<file path="config.mk">
export PLATFORM = sky130hd
export DESIGN_NAME = fusion_seq_ctrl
export DESIGN_NICKNAME = d
export VERILOG_FILES = /design/src/rtl/fusion_seq_pkg.sv /design/src/rtl/fusion_seq_acc.sv /design/src/rtl/fusion_seq_ctrl.sv
export SDC_FILE = /design/constraint.sdc
export NUM_CORES = 1
export LEC_CHECK = 0
export CORE_ASPECT_RATIO = 0.6
export CORE_MARGIN = 2
export CORE_UTILIZATION = 53
export CTS_CLUSTER_SIZE = 16
export DETAILED_ROUTE_END_ITERATION = 8
export HOLD_SLACK_MARGIN = 0.02
export PLACE_DENSITY = 0.84
export SLEW_MARGIN = 20
export SYNTH_ARGS = -nofsm -noshare
export SYNTH_HDL_FRONTEND = slang
export SYNTH_HIERARCHICAL = 1
export SYNTH_SLANG_ARGS = --single-unit
</file>
<file path="constraint.sdc">
create_clock -name clk -period 7.9 [get_ports clk]
set_input_delay 2.37 -clock clk [delete_from_list [all_inputs] [get_ports clk]]
set_output_delay 2.37 -clock clk [all_outputs]
set_load 0.1 [all_outputs]
</file>
<file path="src/rtl/fusion_seq_pkg.sv">
// Shared types, legal operand widths and default sizes for the fusion-unit sequencer.
package fusion_seq_pkg;

    typedef enum logic [1:0] {
        ST_IDLE  = 2'd0,
        ST_RUN   = 2'd1,
        ST_DRAIN = 2'd2,
        ST_DONE  = 2'd3
    } state_t;

    localparam logic [3:0] WIDTH_1 = 4'd1;
    localparam logic [3:0] WIDTH_2 = 4'd2;
    localparam logic [3:0] WIDTH_4 = 4'd4;
    localparam logic [3:0] WIDTH_8 = 4'd8;

    localparam int DEFAULT_ACC_W = 32;
    localparam int DEFAULT_LEN_W = 8;

    function automatic logic is_legal_width(input logic [3:0] w);
        return (w == WIDTH_1) || (w == WIDTH_2) || (w == WIDTH_4) || (w == WIDTH_8);
    endfunction

endpackage

</file>
<file path="src/rtl/fusion_seq_acc.sv">
// Psum register stage plus sign/zero-extending accumulator for the fusion sequencer.
// FUSION_SEQ_ACC_SAT_EN switches wrap-around accumulation to saturating with a sticky acc_sat flag.
module fusion_seq_acc
    import fusion_seq_pkg::*;
#(
    parameter int ACC_W = DEFAULT_ACC_W
) (
    input  logic             clk,
    input  logic             rst,
    input  logic             clear,
    input  logic             stage_valid,
    input  logic             signed_mode,
    input  logic [15:0]      psum,
    output logic [ACC_W-1:0] acc,
    output logic             pipe_valid
`ifdef FUSION_SEQ_ACC_SAT_EN
    ,
    output logic             acc_sat
`endif
);

    logic [15:0]      psum_reg;
    logic             pipe_valid_reg;
    logic [ACC_W-1:0] acc_reg;
    logic [ACC_W-1:0] acc_next;
    logic [ACC_W-1:0] psum_ext;

    assign psum_ext = signed_mode ? ACC_W'($signed(psum_reg)) : ACC_W'(psum_reg);

`ifdef FUSION_SEQ_ACC_SAT_EN
    logic [ACC_W:0] sum_u;
    logic [ACC_W:0] sum_s;
    logic           sat_hit;
    logic           acc_sat_reg;

    // One extra bit catches unsigned carry-out and signed overflow alike.
    always_comb begin
        sum_u    = {1'b0, acc_reg} + {1'b0, psum_ext};
        sum_s    = {acc_reg[ACC_W-1], acc_reg} + {psum_ext[ACC_W-1], psum_ext};
        acc_next = sum_u[ACC_W-1:0];
        sat_hit  = 1'b0;
        if (signed_mode) begin
            if (sum_s[ACC_W] != sum_s[ACC_W-1]) begin
                sat_hit  = 1'b1;
                acc_next = sum_s[ACC_W] ? {1'b1, {(ACC_W-1){1'b0}}} : {1'b0, {(ACC_W-1){1'b1}}};
            end
        end else if (sum_u[ACC_W]) begin
            sat_hit  = 1'b1;
            acc_next = '1;
        end
    end

    assign acc_sat = acc_sat_reg;
`else
    assign acc_next = acc_reg + psum_ext;
`endif

    always_ff @(posedge clk) begin
        if (rst) begin
            psum_reg       <= '0;
            pipe_valid_reg <= 1'b0;
            acc_reg        <= '0;
`ifdef FUSION_SEQ_ACC_SAT_EN
            acc_sat_reg    <= 1'b0;
`endif
        end else if (clear) begin
            pipe_valid_reg <= 1'b0;
            acc_reg        <= '0;
`ifdef FUSION_SEQ_ACC_SAT_EN
            acc_sat_reg    <= 1'b0;
`endif
        end else begin
            pipe_valid_reg <= stage_valid;
            if (stage_valid) begin
                psum_reg <= psum;
            end
            if (pipe_valid_reg) begin
                acc_reg <= acc_next;
`ifdef FUSION_SEQ_ACC_SAT_EN
                acc_sat_reg <= acc_sat_reg | sat_hit;
`endif
            end
        end
    end

    assign acc        = acc_reg;
    assign pipe_valid = pipe_valid_reg;

endmodule

</file>
<file path="src/rtl/fusion_seq_ctrl.sv">
// Job sequencer for one fusion unit: config latch, operand input stage, result handshake.
// FUSION_SEQ_ACC_SAT_EN enables saturating accumulation and the acc_sat output.
module fusion_seq_ctrl
    import fusion_seq_pkg::*;
#(
    parameter int LEN_W = DEFAULT_LEN_W,
    parameter int ACC_W = DEFAULT_ACC_W
) (
    input  logic             clk,
    input  logic             rst,
    input  logic             start,
    input  logic [3:0]       cfg_in_width,
    input  logic [3:0]       cfg_weight_width,
    input  logic             cfg_s_in,
    input  logic             cfg_s_weight,
    input  logic [LEN_W-1:0] cfg_len,
    output logic             cfg_err,
    output logic             busy,
    input  logic             op_valid,
    output logic             op_ready,
    input  logic [7:0]       op_in,
    input  logic [7:0]       op_weight,
    output logic [7:0]       fu_in,
    output logic [7:0]       fu_weight,
    output logic [3:0]       fu_in_width,
    output logic [3:0]       fu_weight_width,
    output logic             fu_s_in,
    output logic             fu_s_weight,
    input  logic [15:0]      fu_psum,
    output logic             res_valid,
    input  logic             res_ready,
    output logic [ACC_W-1:0] res_data
`ifdef FUSION_SEQ_ACC_SAT_EN
    ,
    output logic             acc_sat
`endif
);

    state_t           state_reg;
    logic [LEN_W-1:0] remaining_reg;
    logic             cfg_err_reg;
    logic             busy_reg;
    logic             op_ready_reg;
    logic             res_valid_reg;
    logic             s0_valid_reg;
    logic [7:0]       fu_in_reg;
    logic [7:0]       fu_weight_reg;
    logic [3:0]       fu_in_width_reg;
    logic [3:0]       fu_weight_width_reg;
    logic             fu_s_in_reg;
    logic             fu_s_weight_reg;
    logic             start_ok;
    logic             accept;
    logic             s1_valid;

    assign start_ok = (state_reg == ST_IDLE) && start
                      && is_legal_width(cfg_in_width) && is_legal_width(cfg_weight_width);
    assign accept   = op_valid && op_ready_reg;

    always_ff @(posedge clk) begin
        if (rst) begin
            state_reg           <= ST_IDLE;
            remaining_reg       <= '0;
            cfg_err_reg         <= 1'b0;
            busy_reg            <= 1'b0;
            op_ready_reg        <= 1'b0;
            res_valid_reg       <= 1'b0;
            s0_valid_reg        <= 1'b0;
            fu_in_reg           <= '0;
            fu_weight_reg       <= '0;
            fu_in_width_reg     <= '0;
            fu_weight_width_reg <= '0;
            fu_s_in_reg         <= 1'b0;
            fu_s_weight_reg     <= 1'b0;
        end else begin
            cfg_err_reg  <= 1'b0;
            s0_valid_reg <= 1'b0;
            case (state_reg)
                ST_IDLE: begin
                    if (start_ok) begin
                        fu_in_width_reg     <= cfg_in_width;
                        fu_weight_width_reg <= cfg_weight_width;
                        fu_s_in_reg         <= cfg_s_in;
                        fu_s_weight_reg     <= cfg_s_weight;
                        remaining_reg       <= cfg_len;
                        busy_reg            <= 1'b1;
                        if (cfg_len == '0) begin
                            state_reg <= ST_DRAIN;
                        end else begin
                            state_reg    <= ST_RUN;
                            op_ready_reg <= 1'b1;
                        end
                    end else if (start) begin
                        cfg_err_reg <= 1'b1;
                    end
                end
                ST_RUN: begin
                    if (accept) begin
                        fu_in_reg     <= op_in;
                        fu_weight_reg <= op_weight;
                        s0_valid_reg  <= 1'b1;
                        remaining_reg <= remaining_reg - 1'b1;
                        if (remaining_reg == LEN_W'(1)) begin
                            state_reg    <= ST_DRAIN;
                            op_ready_reg <= 1'b0;
                        end
                    end
                end
                ST_DRAIN: begin
                    // With stage 0 empty, the pair in stage 1 lands in the accumulator on this edge.
                    if (!s0_valid_reg) begin
                        state_reg     <= ST_DONE;
                        res_valid_reg <= 1'b1;
                    end
                end
                ST_DONE: begin
                    if (res_ready) begin
                        state_reg     <= ST_IDLE;
                        res_valid_reg <= 1'b0;
                        busy_reg      <= 1'b0;
                    end
                end
                default: state_reg <= ST_IDLE;
            endcase
        end
    end

    fusion_seq_acc #(
        .ACC_W(ACC_W)
    ) u_acc (
        .clk        (clk),
        .rst        (rst),
        .clear      (start_ok),
        .stage_valid(s0_valid_reg),
        .signed_mode(fu_s_in_reg | fu_s_weight_reg),
        .psum       (fu_psum),
        .acc        (res_data),
        .pipe_valid (s1_valid)
`ifdef FUSION_SEQ_ACC_SAT_EN
        ,
        .acc_sat    (acc_sat)
`endif
    );

    assign cfg_err         = cfg_err_reg;
    assign busy            = busy_reg;
    assign op_ready        = op_ready_reg;
    assign res_valid       = res_valid_reg;
    assign fu_in           = fu_in_reg;
    assign fu_weight       = fu_weight_reg;
    assign fu_in_width     = fu_in_width_reg;
    assign fu_weight_width = fu_weight_width_reg;
    assign fu_s_in         = fu_s_in_reg;
    assign fu_s_weight     = fu_s_weight_reg;

endmodule
</file>
# Word level (Yosys, flattened, before mapping)
# Index checks and enable logic that the tools add are counted.
[classes]
addsub = 2
eq_ne = 18
muxes = 23
bitwise = 4
n_reduce_logical = 26
[ops]
columns = ["cell", "n"]
rows = [
  ["32-bit adder", 1],
  ["32-bit two-way mux", 1],
  ["8-bit two-way mux", 2],
  ["8-bit case mux with 2 select lines", 1],
  ["2-bit two-way mux", 6],
  ["2-bit != test (second input constant)", 6],
  ["5-bit AND reduction", 2],
  ["1-bit two-way mux", 9],
  ["3-bit AND reduction", 3],
  ["4-bit by 1-bit == test with 1-bit output (second input constant)", 2],
  ["4-bit by 2-bit == test with 1-bit output (second input constant)", 2],
  ["4-bit by 3-bit == test with 1-bit output (second input constant)", 2],
  ["4-bit == test (second input constant)", 2],
  ["8-bit by 1-bit == test with 1-bit output (second input constant)", 1],
  ["8-bit logical NOT", 1],
  ["2-bit case mux with 4 select lines", 1],
  ["8-bit by 1-bit subtractor with 8-bit output (second input constant)", 1],
  ["1-bit logical OR", 6],
  ["1-bit case mux with 2 select lines", 3],
  ["2-bit AND reduction", 3],
  ["2-bit nonzero test", 3],
  ["2-bit == test (second input constant)", 2],
  ["1-bit logical AND", 4],
  ["2-bit OR reduction", 2],
  ["5 further kinds", 7],
]
[totals]
reg_bits = 90
input_bits = 55
output_inout_bits = 62
elab_cells = 89

# Longest topological paths before layout
# Gate-level depths: netlist (run 1).
[logic_depth]
word_depth = 8
depth_mapped = 11
mapped_depth_nobuf = 10

# Modules after synthesis
# The synthesis (run 1) kept the hierarchy.
[by_module_without_submodules]
columns = ["mod", "instances", "cells_each", "area_each_um2", "seq_area_each_um2"]
rows = [
  ["fusion_seq_acc", 1, 474, 3474.6, 980.9],
  ["fusion_seq_ctrl", 1, 240, 2029.4, 820.8],
]

# Least setup slack after synthesis (run 1)
# Ideal clock, no wire load.
[synth_path]
kind = "input-to-reg"
start = "in cfg_in_width[1]"
end = "reg u_acc.acc_reg[23] (netlist: u_acc/acc[23])"
setup_time_ns = 0.062
arrival_ns = 4.356
required_ns = 7.838
path_slack_ns = 3.481
stages = 9
path_buffers = 2
cell_sequence = "xor2_1 > a211oi_2 > nor4_4 > buf_6 > or2_2 > clkbuf_1 > or4_1 > a21o_1 > nand3_1"
[synth_via]
elab_chain_len = 7
elab_cells_between_ends = 10
classes_between = "4 x eq/ne; 6 x reduce/logical"
[synth_lines]
columns = ["item", "line", "source"]
rows = [
  ["start: declaration", "fusion_seq_ctrl.sv:12", "input logic [3:0] cfg_in_width,"],
  ["4-bit by 1-bit == test with 1-bit output / 4-bit by 2-bit == test with 1-bit output (equally long branches)", "fusion_seq_pkg.sv:20", "return (w == WIDTH_1) || (w == WIDTH_2) || (w == WIDTH_4) || (w == WIDTH_8);"],
  ["1-bit logical OR (2 in series)", "fusion_seq_pkg.sv:20", ""],
  ["1-bit logical OR (*)", "fusion_seq_pkg.sv:20", ""],
  ["1-bit logical AND (*) (2 in series)", "fusion_seq_ctrl.sv:57", "&& is_legal_width(cfg_in_width) && is_legal_width(cfg_weight_width);"],
  ["named net start_ok", "fusion_seq_ctrl.sv:52", "logic start_ok;"],
  ["2-bit OR reduction (no line) (*)", "n/a", ""],
  ["end signal: assignment", "fusion_seq_acc.sv:78", "acc_reg <= acc_next;"],
  ["end: declaration", "fusion_seq_acc.sv:24", "logic [ACC_W-1:0] acc_reg;"],
]
# Mark *: on every way through the listed nets, which the timed path passes. The rest lies on a longest branch.
# A chain may end at the register's enable or synchronous reset.

# Worst setup path after layout (run 1)
[layout_path]
start = "in cfg_in_width[3]"
end = "reg u_acc.acc_reg[31] (netlist: u_acc/acc[31])"
[layout_via]
elab_chain_len = 7
elab_cells_between_ends = 10
classes_between = "4 x eq/ne; 6 x reduce/logical"
[layout_lines]
columns = ["item", "line"]
rows = [
  ["4-bit by 1-bit == test with 1-bit output / 4-bit by 2-bit == test with 1-bit output (equally long branches)", "fusion_seq_pkg.sv:20"],
  ["1-bit logical OR (2 in series)", "fusion_seq_pkg.sv:20"],
  ["1-bit logical OR (*)", "fusion_seq_pkg.sv:20"],
  ["1-bit logical AND (*) (2 in series)", "fusion_seq_ctrl.sv:57"],
  ["2-bit OR reduction (no line) (*)", "n/a"],
]
# Mark *: on every way between the ends. The rest lies on a longest branch, timed or not.

==> results.py, run 1 <==
metrics = {
    "detailed_routing": {
        "drt-total-wl_um": 16000,
        "drtPass1Iterations": 8,
        "via_count": 5769,
        "drt-vias-per-instance": 6.14,
        "ant_nets": 0,
        "post_drt_wl_per_cell_um": 17.0,
        "drt-initial-drc-count": 673,
        "drcViolationCount": 0,
    },
    "floorplanning": {
        "start_util_pct": 55.1,
        "fp.dieW_um": 136,
        "die_area_sq_um": 11200,
        "io-pin-count": 117,
        "core_sq_um": 9980,
        "num_rows": 28,
        "die_y_um": 82.9,
    },
    "critical_path": {
        "worstPathRequired_ps": 8100,
        "critPathMaxFanout": 28,
        "crit_type": "input pin to flip-flop",
        "rr_startpoint": "u_acc/acc[0]",
        "rr_worst_depth": 10,
        "worst_r2r_endpoint": "u_acc/acc[18]",
        "arrival_ps": 5380,
        "reg2reg_slack_ps": 4580,
        "worstSetupStartpointType": "input pin",
        "cp-end-kind": "flip-flop",
    },
    "global_routing": {
        "grtUsageTotal_pct": 28.4,
        "top_usage_layer": "met1",
        "grt_pass1_wl_um": 26200,
        "overflow": 0,
        "gr-usage-met1_pct": 41.8,
        "antenna_found_initial": 0,
        "grt_max_degree": 73,
        "met3_usage_pct": 7.02,
        "grt_pass1_vias": 5308,
        "met2_usage_pct": 41.6,
    },
    "logic_synthesis": {
        "yosysSeqAreaShare_pct": 32.7,
        "ys_types": 68,
        "ys_top_cells_by_area": "dfxtp_1, nand2_1, a21oi_1",
        "synth.top_cell.area_share_pct": 32.7,
        "syn-num-nets": 793,
        "syn-mean-instance-area_sq_um": 7.71,
        "synthFlopType": "dfxtp_1",
        "syn_area_sq_um": 5500,
        "yosysWarnings": 6,
        "synth_cells": 714,
        "synth-edff-count": 0,
        "synth_seq_cells": 90,
        "synth.largest_area_cell": "dfxtp_1",
        "ys_async_sr_fraction_pct": 0,
    },
    "placed_design": {
        "io_buffers": 116,
        "dpl.cell_count": 923,
        "post-dp-hpwl_um": 11500,
        "gp_congestion": 0.933,
    },
    "clock_tree": {
        "clk_path_buf_depth": 2,
        "postCtsHoldBufs": 0,
        "cts_setup_buffers": 0,
        "clk_pin_slew_ps": 70,
        "cts_tree": "yes",
        "cts.sinks": 90,
        "cts-root-buf": "clkbuf_16",
        "cts_made_buffers": 9,
        "htreeDepth": 3,
        "clk_latency_ps": 340,
        "ctsResizeCount": 0,
    },
    "flow_run": {
        "drv_cap": 0,
    },
    "min_path": {
        "hold_depth": 2,
        "worstHoldStart": "fu_in[5]",
        "hold_path_class": "flip-flop to flip-flop",
        "min_to": "fu_in[5]",
    },
    "sta": {
        "fin_skew_ps": 7.15,
        "tightest_slew_ps": 1000,
        "slew_headroom_pct": 32.9,
        "maxSlewViolCount": 0,
        "timing_hold_violations_final": 0,
        "max_clock_freq_mhz": 193,
        "fin_crit_ps": 5180,
        "setup_viol": 0,
        "finalSetupTns_ps": 0,
        "period_share_pct": 65.6,
        "rsz0062_at_grt": "no",
    },
    "layout": {
        "syn2layout_area_growth_pct": 26.2,
        "final_common_cell": "clkdlybuf4s50_1",
        "final_cells": 939,
        "largest_reg_flops": 32,
        "fin_nets": 878,
        "layout_common_cells": "clkdlybuf4s50_1, nand2_1, dfxtp_1",
        "antenna_cells": 0,
        "drive_gt1_share_pct": 5.47,
    },
    "pwr": {
        "vdd_drop_max_uv": 141,
        "totalPowerFinal_uw": 1320,
        "power.density_nw_per_um2": 190,
        "leakagePower_uw": 0.00251,
    },
    "run_status": {
        "outcome": "finished, final reports clean",
    },
}
==> power by group <==
group / internal (uW) / total [uW] / switching, uW
registers: 482 / 514 / 32.2
logic: 135 / 398 / 263
clock network: 222 / 405 / 183
==> synth_stat cells, drive strengths merged, types with 11 or more instances <==
| cell type | instances |
|---|---|
| nand3 | 27 |
| nor3 | 25 |
| a21o | 13 |
| ha | 23 |
| dfxtp | 90 |
| nor2 | 61 |
| inv | 22 |
| mux2i | 25 |
| o31ai | 14 |
| a21oi | 73 |
| a211oi | 11 |
| clkbuf | 36 |
| nand2 | 111 |
| o21ai | 34 |
| buf | 11 |
| or3 | 15 |
==> worst max-delay path by stage <==
stage / startpoint / end
after global routing: cfg_in_width[3] / u_acc/acc[23]
after CTS: cfg_in_width[1] / u_acc/acc[31]
final: cfg_in_width[3] / u_acc/acc[31]
after detailed placement: cfg_in_width[3] / u_acc/acc[31]
after floorplan: cfg_in_width[1] / u_acc/acc[23]
after global placement: cfg_in_width[1] / u_acc/acc[23]
==> logic make-up after synthesis <==
logic type / Yosys count / share of synthesized area (%)
muxes: 28 / 5.16
adders and majority gates: 24 / 5.59
DFF: 90 / 32.7
AOI/OAI and AO/OA: 196 / 23.7
xor gates and xnor gates: 15 / 2.39
buffers and inverters: 69 / 5.05
and+or+nand+nor: 292 / 25.4
==> worst max-delay path: stages <==
cell,delay [ps]
clkdlybuf4s50_1,540
nor4b_1,360
a211oi_2,150
nor4_4,660
buf_4,330
or2_2,560
nor3_1,110
o21ai_0,190
o211ai_1,110
==> layer usage <==
layer / up-vias / share of wire (%)
met3: 26 / 11
met4: 0 / 1.5
met5: - / 0
li1: 2733 / -
met1: 2675 / 45
met2: 335 / 42
==> metrics by stage <==
stage          hold WS (ps)  instance area (sq um)  setup slack [ps]  util [%]
6_report                456                   6940              2720      69.5
3_5_place_dp            448                   6670              2430      66.8
2_1_floorplan           440                   5500              3480         -
3_3_place_gp            441                   6670              2600      66.8
4_1_cts                 457                   6940              2780      69.5
5_1_grt                 472                   6940              2520      69.5
==> layout make-up <==
cell class              count  area [sq um]
clock buffers              12           246
inverters                  22          82.6
fillers                   804          3040
multi-input cells         555          3420
well taps                 135           169
clock inverters             4          26.3
flip-flops and latches     90          1800
repair buffers            121          1190
Note: power is estimated with default switching activity, not from simulation.
==> inputs of run 2 (changes only) <==
Settings changed: CORE_UTILIZATION 53 to 47, PLACE_DENSITY 0.84 to 0.79.
Clock period 7.9 ns to 4.69 ns, I/O delays scaled along.
==> run 2 against run 1 <==
  * Clock skew is 1.6 ps higher
  * Utilization is 7.8 points lower
  * Via count is 2.9% lower
  * First-iteration DRC count is 13% lower
  * Combinational power is 65% higher
  * Cell count is 2.9% higher
  * Largest power group unchanged
  * Largest cell class unchanged
  * Count of clock-buffer cells in the layout is 3 lower
  * Wire length is 2.8% lower
  * Design area is 1.2% higher
  * Sequential cell count stayed put
  * Hold slack worse by 2.2 ps
==> results.py, run 2 (same netlist as run 1, synthesis figures left out) <==
metrics = {
    "pwr": {
        "power.density_nw_per_um2": 325,
        "swShare_pct": 35.9,
        "vdd_drop_max_uv": 207,
        "combPwrFrac_pct": 28.8,
        "switchingPower_uw": 818,
        "pwr-share-seq_pct": 37.9,
        "p_int_uw": 1460,
        "leakagePower_uw": 0.00254,
        "power_frac_clock_pct": 33.3,
    },
    "sta": {
        "finalSetupTns_ps": 0,
        "timing_hold_violations_final": 0,
        "setup_viol": 0,
        "holdWs_ps": 454,
        "maxSlewViolCount": 0,
        "max_clock_freq_mhz": 267,
        "rsz0062_at_grt": "no",
        "period_share_pct": 79.8,
        "slew_headroom_pct": 32.1,
        "tightest_slew_ps": 1010,
        "fin_crit_ps": 3740,
        "fin_skew_ps": 8.71,
    },
    "detailed_routing": {
        "via_count": 5603,
        "drtPass1Iterations": 5,
        "drt-initial-drc-count": 587,
        "post_drt_wl_per_cell_um": 16.1,
        "drt-vias-per-instance": 5.80,
        "drcViolationCount": 0,
        "ant_nets": 0,
        "drt-total-wl_um": 15600,
    },
    "global_routing": {
        "grt_pass1_vias": 5345,
        "grtUsageTotal_pct": 24.7,
        "antenna_found_initial": 0,
        "grt_pass1_wl_um": 25300,
        "overflow": 0,
        "grt_max_degree": 72,
    },
    "critical_path": {
        "worstPathRequired_ps": 4960,
        "crit_type": "input pin to flip-flop",
        "arrival_ps": 4010,
        "crit_start": "cfg_in_width[3]",
        "crit_end": "u_acc/psum_reg[6]",
        "cp-end-kind": "flip-flop",
        "critPathMaxFanout": 20,
        "reg2reg_slack_ps": 1410,
        "worst_r2r_endpoint": "u_acc/acc[20]",
        "rr_worst_depth": 10,
        "rr_startpoint": "u_acc/acc[0]",
        "worstSetupStartpointType": "input pin",
    },
    "clock_tree": {
        "cts-root-buf": "clkbuf_16",
        "clk_pin_slew_ps": 60,
        "ctsResizeCount": 0,
        "clk_latency_ps": 350,
        "postCtsHoldBufs": 0,
        "cts_made_buffers": 9,
        "htreeDepth": 3,
        "cts_setup_buffers": 0,
        "cts_tree": "yes",
        "clk_path_buf_depth": 2,
        "cts.sinks": 90,
    },
    "layout": {
        "antenna_cells": 0,
        "drive_gt1_share_pct": 5.96,
        "multi_input_area_sq_um": 3420,
        "largest_reg_flops": 32,
        "regArea_sq_um": 1800,
        "layout_common_cells": "clkdlybuf4s50_1, nand2_1, dfxtp_1",
        "syn2layout_area_growth_pct": 27.7,
        "fin_nets": 880,
        "final_common_cell": "clkdlybuf4s50_1",
        "utilization_pct": 61.8,
        "nFillCells": 1023,
    },
    "floorplanning": {
        "num_rows": 30,
        "start_util_pct": 48.4,
        "core_sq_um": 11400,
        "fp.dieW_um": 144,
        "die_area_sq_um": 12600,
        "io-pin-count": 117,
        "die_y_um": 87.8,
    },
    "flow_run": {
        "drv_cap": 0,
    },
    "placed_design": {
        "post-dp-hpwl_um": 11200,
        "gp_congestion": 0.882,
        "io_buffers": 116,
    },
    "run_status": {
        "outcome": "finished, final reports clean",
    },
    "min_path": {
        "hold_path_class": "flip-flop to flip-flop",
    },
}
## run 2: metrics by stage
| step | instance area [sq um] | setup WS [ps] | instances | power (uW) |
|---|---|---|---|---|
| finish | 7030 | 946 | 966 | 2280 |
| global placement | 6720 | 807 | 950 | 1510 |
| CTS | 7030 | 981 | 966 | 2290 |
| floorplan | 5500 | 1230 | 714 | 1360 |
| detailed placement | 6720 | 630 | 950 | 1530 |
| global route | 7030 | 752 | 966 | 2400 |
## run 2: layer usage
layer | track usage (%) | part of all wire, %
met4 | 5.44 | 1.2
met5 | 0 | 0
met1 | 35.0 | 48
met2 | 37.7 | 43
met3 | 6.89 | 8.5
## run 2: how the worst min path moves through the flow
| stage | from | endpoint | slack [ps] | cells after the start |
|---|---|---|---|---|
| 5_1_grt | fu_weight[0] | fu_weight[0] | 470 | 2 |
| 2_1_floorplan | u_acc/psum_reg[0] | u_acc/psum_reg[0] | 440 | 2 |
| 6_report | fu_in[1] | fu_in[1] | 450 | 2 |
| 3_3_place_gp | fu_in[3] | fu_in[3] | 440 | 2 |
| 3_5_place_dp | fu_in[1] | fu_in[1] | 450 | 2 |
| 4_1_cts | fu_in[1] | fu_in[1] | 460 | 2 |
## run 2: critical path, stage by stage
cell and delay [ps]:
clkdlybuf4s50_1 540, nor4b_1 330, a211oi_2 150, nor4_4 250, buf_4 330, nand2b_1 680, nand2_1 130, a21oi_1 190
## run 2: layout make-up
cell class / count / area share [%]
Timing Repair Buffer: 123 / 17.2
Clock inverter: 7 / 1.19
Inverter: 22 / 1.18
Multi-Input combinational cell: 555 / 48.7
Tap cell: 160 / 2.85
Clock buffer: 9 / 3.21
Sequential cell: 90 / 25.6
## run 2: power by group through the flow
stage	Clock, uW	Sequential, uW	Combinational [uW]
after CTS	774	863	654
after global routing	805	872	718
after global placement	0	876	633
final	761	864	657
after detailed placement	0	880	650
after floorplan	0	961	402
==> inputs of run 3 (changes only) <==
Settings changed: CORE_UTILIZATION 47 to 52, PLACE_DENSITY 0.79 to 0.82.
Clock period 4.69 ns to 3.7 ns, I/O delays scaled along.
==> run 3 against run 2 <==
  * First-iteration DRC count fell by 14%
  * Clock power rose by 26%
  * Count of clock-buffer cells in the layout did not move
  * Utilization rose by 4.2 points
  * Non-clock buffer count rose by 7
  * Critical path type is now flip-flop to flip-flop
  * Highest routed layer unchanged
==> results.py, run 3 (same netlist as run 1, synthesis figures left out) <==
metrics = {
    "run_status": {
        "outcome": "finished, final reports clean",
    },
    "critical_path": {
        "worstSetupStartpointType": "flip-flop",
        "cp-end-kind": "flip-flop",
        "crit_path_max_incr_delay_ps": 470,
        "reg2reg_slack_ps": 320,
        "crit_type": "flip-flop to flip-flop",
        "path_cells": "ha_1 > fa_1 > a211oi_2 > o21ai_1 > a211oi_2 > nor2_2 > o21ai_1 > mux2_2 > or3_1 > a21oi_1",
        "rr_worst_depth": 10,
        "worst_r2r_endpoint": "u_acc/acc[18]",
        "arrival_ps": 3660,
        "crit_slowest_cell": "o21ai_1",
        "worstPathRequired_ps": 3980,
        "critPathMaxFanout": 5,
        "rr_startpoint": "u_acc/acc[0]",
    },
    "layout": {
        "fin_nets": 887,
        "drive_gt1_share_pct": 14.4,
        "final_common_cell": "nand2_1",
        "finalInstanceArea_sq_um": 6900,
        "layout_common_cells": "nand2_1, dfxtp_1, buf_4",
        "syn2layout_area_growth_pct": 25.3,
        "final_cells": 952,
        "largest_reg_flops": 32,
        "nFillCells": 889,
        "antenna_cells": 0,
    },
    "detailed_routing": {
        "drtPass1Iterations": 6,
        "post_drt_wl_per_cell_um": 17.0,
        "drt-initial-drc-count": 507,
        "wl_met3_um": 1550,
        "drt-met1-wl_um": 7650,
        "met2_wirelength_um": 6890,
        "drcViolationCount": 0,
        "drt-vias-per-instance": 6.05,
        "via_count": 5756,
        "top_layer": "met4",
        "ant_nets": 0,
        "drt-total-wl_um": 16200,
    },
    "sta": {
        "period_share_pct": 91.4,
        "rsz0062_at_grt": "no",
        "slew_headroom_pct": 45.4,
        "holdWs_ps": 457,
        "tightest_slew_ps": 814,
        "setup_viol": 0,
        "fin_skew_ps": 7.49,
        "fin_crit_ps": 3380,
        "setup_slack_ps": 318,
        "timing_hold_violations_final": 0,
        "max_clock_freq_mhz": 296,
        "finalSetupTns_ps": 0,
        "maxSlewViolCount": 0,
    },
    "clock_tree": {
        "cts_tree": "yes",
        "cts_setup_buffers": 0,
        "cts.sinks": 90,
        "cts_made_buffers": 9,
        "ctsResizeCount": 0,
        "clk_path_buf_depth": 2,
        "cts-root-buf": "clkbuf_16",
        "htreeDepth": 3,
        "clk_pin_slew_ps": 70,
        "clk_latency_ps": 340,
        "postCtsHoldBufs": 0,
    },
    "placed_design": {
        "gp_congestion": 0.955,
        "post-place-ws_ps": 173,
        "placed_area_sq_um": 6590,
        "dpl.cell_count": 936,
        "io_buffers": 116,
        "post-dp-hpwl_um": 12000,
    },
    "global_routing": {
        "antenna_found_initial": 0,
        "grt_pass1_wl_um": 26100,
        "grt_pass1_vias": 5195,
        "overflow": 0,
        "grtUsageTotal_pct": 28.4,
        "grt_max_degree": 44,
    },
    "pwr": {
        "power.density_nw_per_um2": 425,
        "vdd_drop_max_uv": 372,
        "leakagePower_uw": 0.00269,
    },
    "min_path": {
        "hold_depth": 2,
        "hold_path_class": "flip-flop to flip-flop",
        "min_to": "fu_in[1]",
        "worstHoldStart": "fu_in[1]",
    },
    "floorplanning": {
        "fp.dieW_um": 137,
        "io-pin-count": 117,
        "num_rows": 29,
        "start_util_pct": 52.7,
        "die_y_um": 83.7,
        "core_sq_um": 10500,
        "die_area_sq_um": 11500,
    },
    "flow_run": {
        "drv_cap": 0,
    },
}
run 3: cell count changes in the layout (fill, tap and decap cells not counted):
| cell | before | now |
|---|---|---|
| inv_6 | 2 | 3 |
| clkinv_4 | 2 | 0 |
| clkdlybuf4s50_1 | 115 | 53 |
| clkinvlp_4 | 1 | 2 |
| buf_4 | 7 | 76 |
run 3: metal layers:
metal	vias to the layer above	track usage (%)
li1	2751	-
met1	2685	43.1
met2	302	41.0
met3	18	7.23
met4	0	4.78
met5	-	0
run 3: power breakdown:
group          internal [uW]  leakage, uW  switching (uW)
clock network            536     0.000145             423
logic                    306      0.00182             569
registers               1030     0.000727            67.8
run 3: worst max path at each step:
stage / start / to
floorplan: u_acc/acc[0] / u_acc/acc[20]
global placement: cfg_in_width[1] / u_acc/acc[23]
detailed placement: cfg_in_width[1] / u_acc/acc[23]
CTS: u_acc/acc[0] / u_acc/acc[18]
global route: u_acc/acc[0] / u_acc/acc[18]
finish: u_acc/acc[0] / u_acc/acc[18]
run 3: critical path, delay by kind of cell, from the launching register on:
| kind | cells | cell delay [ps] |
|---|---|---|
| flip-flops | 1 | 340 |
| AND/OR/NAND/NOR | 2 | 430 |
| multiplexers | 1 | 420 |
| AO/OA/AOI/OAI | 5 | 1440 |
| adder cells (fa/ha/maj) | 2 | 690 |
run 3: cell type report:
type                       instances  area [sq um]  area share (%)
tap                              139           174            2.52
clock buffer                       9           225            3.27
sequential                        90          1800            26.1
multi-input combinational        555          3420            49.7
timing repair buffer             130          1110            16.0
inverter                          22          82.6            1.20
clock inverter                     7          82.6            1.20
run 3: through the flow:
step                utilization (%)  total power [uW]
floorplan                         -              1730
finish                         66.0              2930
CTS                            66.0              2920
global route                   66.0              3050
detailed placement             63.1              1970
global placement               63.1              1930
